[config.mk]
export PLATFORM = sky130hd
export DESIGN_NAME = ascon_seq_ctrl
export DESIGN_NICKNAME = d
export VERILOG_FILES = /design/src/rtl/ascon_seq_ctrl.sv
export SDC_FILE = /design/constraint.sdc
export NUM_CORES = 1
export LEC_CHECK = 0
export ABC_CLOCK_PERIOD_IN_PS = 3500
export BUFFER_PORTS_ARGS = -buffer_cell sky130_fd_sc_hd__buf_2
export CAP_MARGIN = 15
export CORE_MARGIN = 4
export CORE_UTILIZATION = 45
export DETAILED_ROUTE_END_ITERATION = 16
export GPL_ROUTABILITY_DRIVEN = 0
export PLACE_DENSITY = 0.78
export SLEW_MARGIN = 0
export SYNTH_ARGS = -nofsm -noshare
export SYNTH_HDL_FRONTEND = slang
export SYNTH_SLANG_ARGS = --single-unit
[constraint.sdc]
create_clock -name clock_i -period 3.5 [get_ports clock_i]
set_input_delay 0.525 -clock clock_i [delete_from_list [all_inputs] [get_ports clock_i]]
set_output_delay 0.525 -clock clock_i [all_outputs]
set_load 0.02 [all_outputs]
[src/rtl/ascon_seq_ctrl.sv]
// ASCON-128 encryption sequencer: init/AD/data/final permutation control.
// Optional watchdog on *_RUN states enabled by defining ASCON_SEQ_TIMEOUT_EN.
module ascon_seq_ctrl #(
   parameter int MAX_BLOCKS  = 16,
   parameter int PA_ROUNDS   = 12,
   parameter int PB_ROUNDS   = 6,
   parameter int TIMEOUT_CYC = 64,
   parameter int CW          = $clog2(MAX_BLOCKS + 1)
) (
   input  logic          clock_i,
   input  logic          reset_i,
   input  logic          start_i,
   input  logic [CW-1:0] nb_ad_i,
   input  logic [CW-1:0] nb_data_i,
   input  logic          blk_valid_i,
   output logic          blk_ready_o,
   output logic          perm_start_o,
   output logic [3:0]    perm_rounds_o,
   input  logic          perm_end_i,
   output logic          xor_key_o,
   output logic          xor_dom_o,
   output logic [3:0]    phase_o,
   output logic          busy_o,
   output logic          end_o,
   output logic          err_o
);

   typedef enum logic [3:0] {
      IDLE      = 4'd0,
      INIT_GO   = 4'd1,
      INIT_RUN  = 4'd2,
      AD_WAIT   = 4'd3,
      AD_GO     = 4'd4,
      AD_RUN    = 4'd5,
      DOM       = 4'd6,
      DATA_WAIT = 4'd7,
      DATA_GO   = 4'd8,
      DATA_RUN  = 4'd9,
      FIN_KEY   = 4'd10,
      FIN_GO    = 4'd11,
      FIN_RUN   = 4'd12,
      TAG       = 4'd13
   } state_e;

   localparam logic [CW-1:0] MAX_C = CW'(MAX_BLOCKS);
   localparam logic [CW-1:0] ONE_C = CW'(1);

   state_e        state_q;
   logic [CW-1:0] cnt_q;
   logic [CW-1:0] nb_ad_q;
   logic [CW-1:0] nb_data_q;
   logic [CW-1:0] cnt_d;

   assign cnt_d = cnt_q + ONE_C;

   function automatic logic [CW-1:0] sat(input logic [CW-1:0] n);
      return (n > MAX_C) ? MAX_C : n;
   endfunction

`ifdef ASCON_SEQ_TIMEOUT_EN
   localparam int WW = $clog2(TIMEOUT_CYC) + 1;
   localparam logic [WW-1:0] WD_LAST = WW'(TIMEOUT_CYC - 1);

   logic [WW-1:0] wd_q;
   logic          err_q;
   logic          run_s;

   assign run_s = (state_q == INIT_RUN) || (state_q == AD_RUN) ||
                  (state_q == DATA_RUN) || (state_q == FIN_RUN);
   assign err_o = err_q;
`else
   localparam int unused_timeout_cyc = TIMEOUT_CYC;
   assign err_o = 1'b0;
`endif

   always_ff @(posedge clock_i) begin
      if (reset_i) begin
         state_q   <= IDLE;
         cnt_q     <= '0;
         nb_ad_q   <= '0;
         nb_data_q <= '0;
`ifdef ASCON_SEQ_TIMEOUT_EN
         wd_q      <= '0;
         err_q     <= 1'b0;
`endif
      end else begin
`ifdef ASCON_SEQ_TIMEOUT_EN
         wd_q <= '0;
`endif
         unique case (state_q)
            IDLE: if (start_i) begin
               nb_ad_q   <= sat(nb_ad_i);
               nb_data_q <= sat(nb_data_i);
               cnt_q     <= '0;
`ifdef ASCON_SEQ_TIMEOUT_EN
               err_q     <= 1'b0;
`endif
               state_q   <= INIT_GO;
            end
            INIT_GO: state_q <= INIT_RUN;
            INIT_RUN: if (perm_end_i)
               state_q <= (nb_ad_q != '0) ? AD_WAIT : DOM;
            AD_WAIT: if (blk_valid_i) begin
               cnt_q   <= cnt_d;
               state_q <= AD_GO;
            end
            AD_GO: state_q <= AD_RUN;
            AD_RUN: if (perm_end_i) begin
               if (cnt_q < nb_ad_q) begin
                  state_q <= AD_WAIT;
               end else begin
                  cnt_q   <= '0;
                  state_q <= DOM;
               end
            end
            DOM: state_q <= (nb_data_q != '0) ? DATA_WAIT : FIN_KEY;
            // the last data block is absorbed into the final pa, no pb
            DATA_WAIT: if (blk_valid_i) begin
               cnt_q   <= cnt_d;
               state_q <= (cnt_d == nb_data_q) ? FIN_KEY : DATA_GO;
            end
            DATA_GO:  state_q <= DATA_RUN;
            DATA_RUN: if (perm_end_i) state_q <= DATA_WAIT;
            FIN_KEY:  state_q <= FIN_GO;
            FIN_GO:   state_q <= FIN_RUN;
            FIN_RUN:  if (perm_end_i) state_q <= TAG;
            TAG:      state_q <= IDLE;
            default:  state_q <= IDLE;
         endcase
`ifdef ASCON_SEQ_TIMEOUT_EN
         if (run_s && !perm_end_i) begin
            if (wd_q == WD_LAST) begin
               err_q   <= 1'b1;
               cnt_q   <= '0;
               state_q <= IDLE;
            end else begin
               wd_q <= wd_q + WW'(1);
            end
         end
`endif
      end
   end

   // strobes are suppressed while reset is asserted
   always_comb begin
      blk_ready_o   = 1'b0;
      perm_start_o  = 1'b0;
      perm_rounds_o = 4'd0;
      xor_key_o     = 1'b0;
      xor_dom_o     = 1'b0;
      end_o         = 1'b0;
      if (!reset_i) begin
         unique case (state_q)
            INIT_GO, FIN_GO: begin
               perm_start_o  = 1'b1;
               perm_rounds_o = 4'(PA_ROUNDS);
            end
            AD_GO, DATA_GO: begin
               perm_start_o  = 1'b1;
               perm_rounds_o = 4'(PB_ROUNDS);
            end
            INIT_RUN:           xor_key_o   = perm_end_i;
            AD_WAIT, DATA_WAIT: blk_ready_o = 1'b1;
            DOM:                xor_dom_o   = 1'b1;
            FIN_KEY:            xor_key_o   = 1'b1;
            TAG: begin
               xor_key_o = 1'b1;
               end_o     = 1'b1;
            end
            default: ;
         endcase
      end
   end

   assign phase_o = state_q;
   assign busy_o  = (state_q != IDLE);

endmodule

==> metrics.cfg <==
[critical_path]
rr_startpoint=phase_o[2]
r2r_setup_slack_ns=1.29
cp.required_ns=2.97
worst_path_largest_cell_delay_ns=0.83
crit_type=flop to primary output
path_cells=nand2b_1, a2111oi_0, or2_2, buf_2
critPathMaxFanout=25
rr_worst_depth=4
end_kind=primary output
startpoint=phase_o[2]
r2r_end=cnt_q[4]
cp-start-kind=flop
cpMaxStageDelayCell=dfxtp_1
worstPathArrival_ns=2.19
critPathCapture=perm_start_o

[cells_and_area]
seqCellArea_um2=380.4
drive_above_1_share_pct=17.68
fin_util_pct=53.20
fin_area_um2=1518
syn2layout_area_growth_pct=9.477
n_fill_cell=290
diodes=0
multiInputGateArea_um2=907.1
fin_nets=219
layout.cells.non_filler=229

[yosys]
ys_types=47
synth_edf_count=0
syn_inst=180
ys_async_sr_fraction_pct=0
ys.flop_type=dfxtp_1
yosys.area.top_type=dfxtp_1
syn-cell-area_um2=1386
synth.avg_cell_area_um2=7.702
ys_top_cells_by_area=dfxtp_1 (27%), nor2_1 (6.2%), a21oi_1 (5.1%)
yosysSeqAreaShare_pct=27.44
synth_seq_cells=19
ys_warn_count=0
synth_top_area_share_pct=27.44

[power_and_ir_drop]
power.leakage_nw=0.6326
seqPwrFrac_pct=37.2
swShare_pct=47.64
p_sw_uw=466.5
power_uw=979.2
p_int_uw=512.7
combPwrFrac_pct=51.2
ir_drop_mv=0.2988
p_per_area_nw_per_um2=645.2
clockPowerShare_pct=11.5

[clock_tree]
numCtsBuffers=3
ctsRootBufferMaster=clkbuf_4
postCtsHoldBufs=0
cts_tree=done
cts.repair.resized=0
clk_latency_ns=0.30
cts_sinks=19
clkTransAtPathRegs_ns=0.11
cts_max_path_buffers=2
htree_levels=1
postCtsSetupBuffers=0

[sta]
final_max_slew_viol_count=0
timing.hold.ws_ns=0.5205
layout_setup_ws_ns=0.7828
setup_violations=0
worst_clock_skew_ns=0.001780
hold_viol=0
worst_slew_margin_rel_pct=49.09
tightestPinTransition_ns=0.7626
fmax_mhz=368.0
finalCriticalPeriod_ns=2.717
finalSetupTns_ns=0
rsz0062_at_grt=no
finalCritPeriodShare_pct=77.63

[detailed_routing]
via_per_inst=5.900
firstDrtPassIters=4
drc=0
via_count=1351
routed_wl_um=3211
ant_nets=0
first_iter_violations=75
routedWlPerCell_um=14.02

[floorplan]
core_um2=2853
die_w_um=63.51
fp.dieH_um=63.51
die-area_um2=4033
initial_core_util_pct=48.60
row_count=19
ios=30

[placed_design]
place_inst=225
placed_cell_area_um2=1491
pre_cts_slack_ns=1.139
hpwl_um=2356
portBuffers=27

[global_routing]
grt_pass1_vias=1207
grt_pass1_wl_um=5485
antenna_found_initial=0
grt_max_degree=26
grt_overflow=0
grt_usage_pct=16.58

[run_status]
outcome=completed

[flow_run]
max-cap-violations=0

[hold_path]
hp-class=primary input to flop

## flip-flops by register name, indices dropped and copies added (netlist names)
signal / cells
phase_o: 4
cnt_q: 5
nb_ad_q: 5
nb_data_q: 5
## area by class of cell
class / instances / share of cell area [%]
tap: 31 / 2.556
clock buffer: 4 / 1.731
inverter: 8 / 1.979
timing repair buffer: 27 / 8.904
multi-input combinational: 140 / 59.77
sequential: 19 / 25.06
## metal layers
| metal | GRT usage [%] | up-vias | part of all wire [%] |
|---|---|---|---|
| met5 | 0 | - | 0 |
| met4 | 5.660 | 0 | 1.3 |
| met3 | 2.487 | 5 | 6.9 |
| met2 | 25.55 | 47 | 43 |
| met1 | 23.32 | 615 | 49 |
| li1 | - | 684 | - |
## synthesized netlist by cell type, types with 4 or more instances
library cell and n:
nor2_1 23, dfxtp_1 19, a21oi_1 14, nor3b_1 9, inv_1 8, nand3_1 8
nand2_1 7, o21ai_0 6, xnor2_1 6, ha_1 5, nand2b_1 5, buf_2 4
buf_4 4, clkbuf_1 4, nor2b_1 4, nor4_1 4, o22a_1 4, xor2_1 4
## cell families after synthesis
group,after synthesis,share of synthesized area [%]
buffers and inverters,22,7.401
adders and majority gates,5,4.513
DFF,19,27.44
AOI/OAI and AO/OA,47,23.29
muxes,3,2.166
xor gates and xnor gates,10,6.317
and+or+nand+nor,73,28.61
other,1,0.2705
## critical path: cells and delay by family (launching register included)
| family | cells | cell delay (ns) |
|---|---|---|
| AOI/OAI and AO/OA | 1 | 0.52 |
| buffers and inverters | 1 | 0.15 |
| DFF | 1 | 0.83 |
| and+or+nand+nor | 2 | 0.38 |
## worst min-delay path by stage
stage,from,end,slack [ns],cells after the start
floorplan,nb_ad_q[0],nb_ad_q[0],0.47,2
global placement,nb_ad_q[0],nb_ad_q[0],0.50,2
detailed placement,nb_ad_q[2],nb_ad_q[2],0.52,2
CTS,nb_ad_i[4],nb_ad_q[4],0.52,3
global route,nb_data_q[0],nb_data_q[0],0.57,2
finish,nb_ad_i[4],nb_ad_q[4],0.52,3
## cell usage in the layout (no fill, tap or decap), types with 2 or more instances in the layout
cell type	count
a31oi_1	3
o22a_1	4
nand3_1	8
buf_2	27
xor2_1	4
inv_1	8
nor3_1	2
nand2b_1	5
xnor2_1	6
clkbuf_4	3
nor3b_1	9
nor4_1	4
dfxtp_1	19
o32ai_1	2
a211oi_1	2
a21oi_1	14
nor2b_1	4
nor2_1	23
o211ai_1	2
mux2i_1	3
conb_1	2
nand4_1	2
a2111oi_0	2
ha_1	5
or2_2	2
o21ai_0	6
nand2_1	7
o22ai_1	2
## power by group through the flow
stage          Combinational (mW)  Clock, mW  Sequential [mW]
2_1_floorplan               0.444          0            0.314
3_3_place_gp                0.498          0            0.364
3_5_place_dp                0.501          0            0.366
4_1_cts                     0.504      0.117            0.361
5_1_grt                     0.560      0.129            0.379
6_report                    0.502      0.113            0.365
Power figures use the tool's default switching activity.
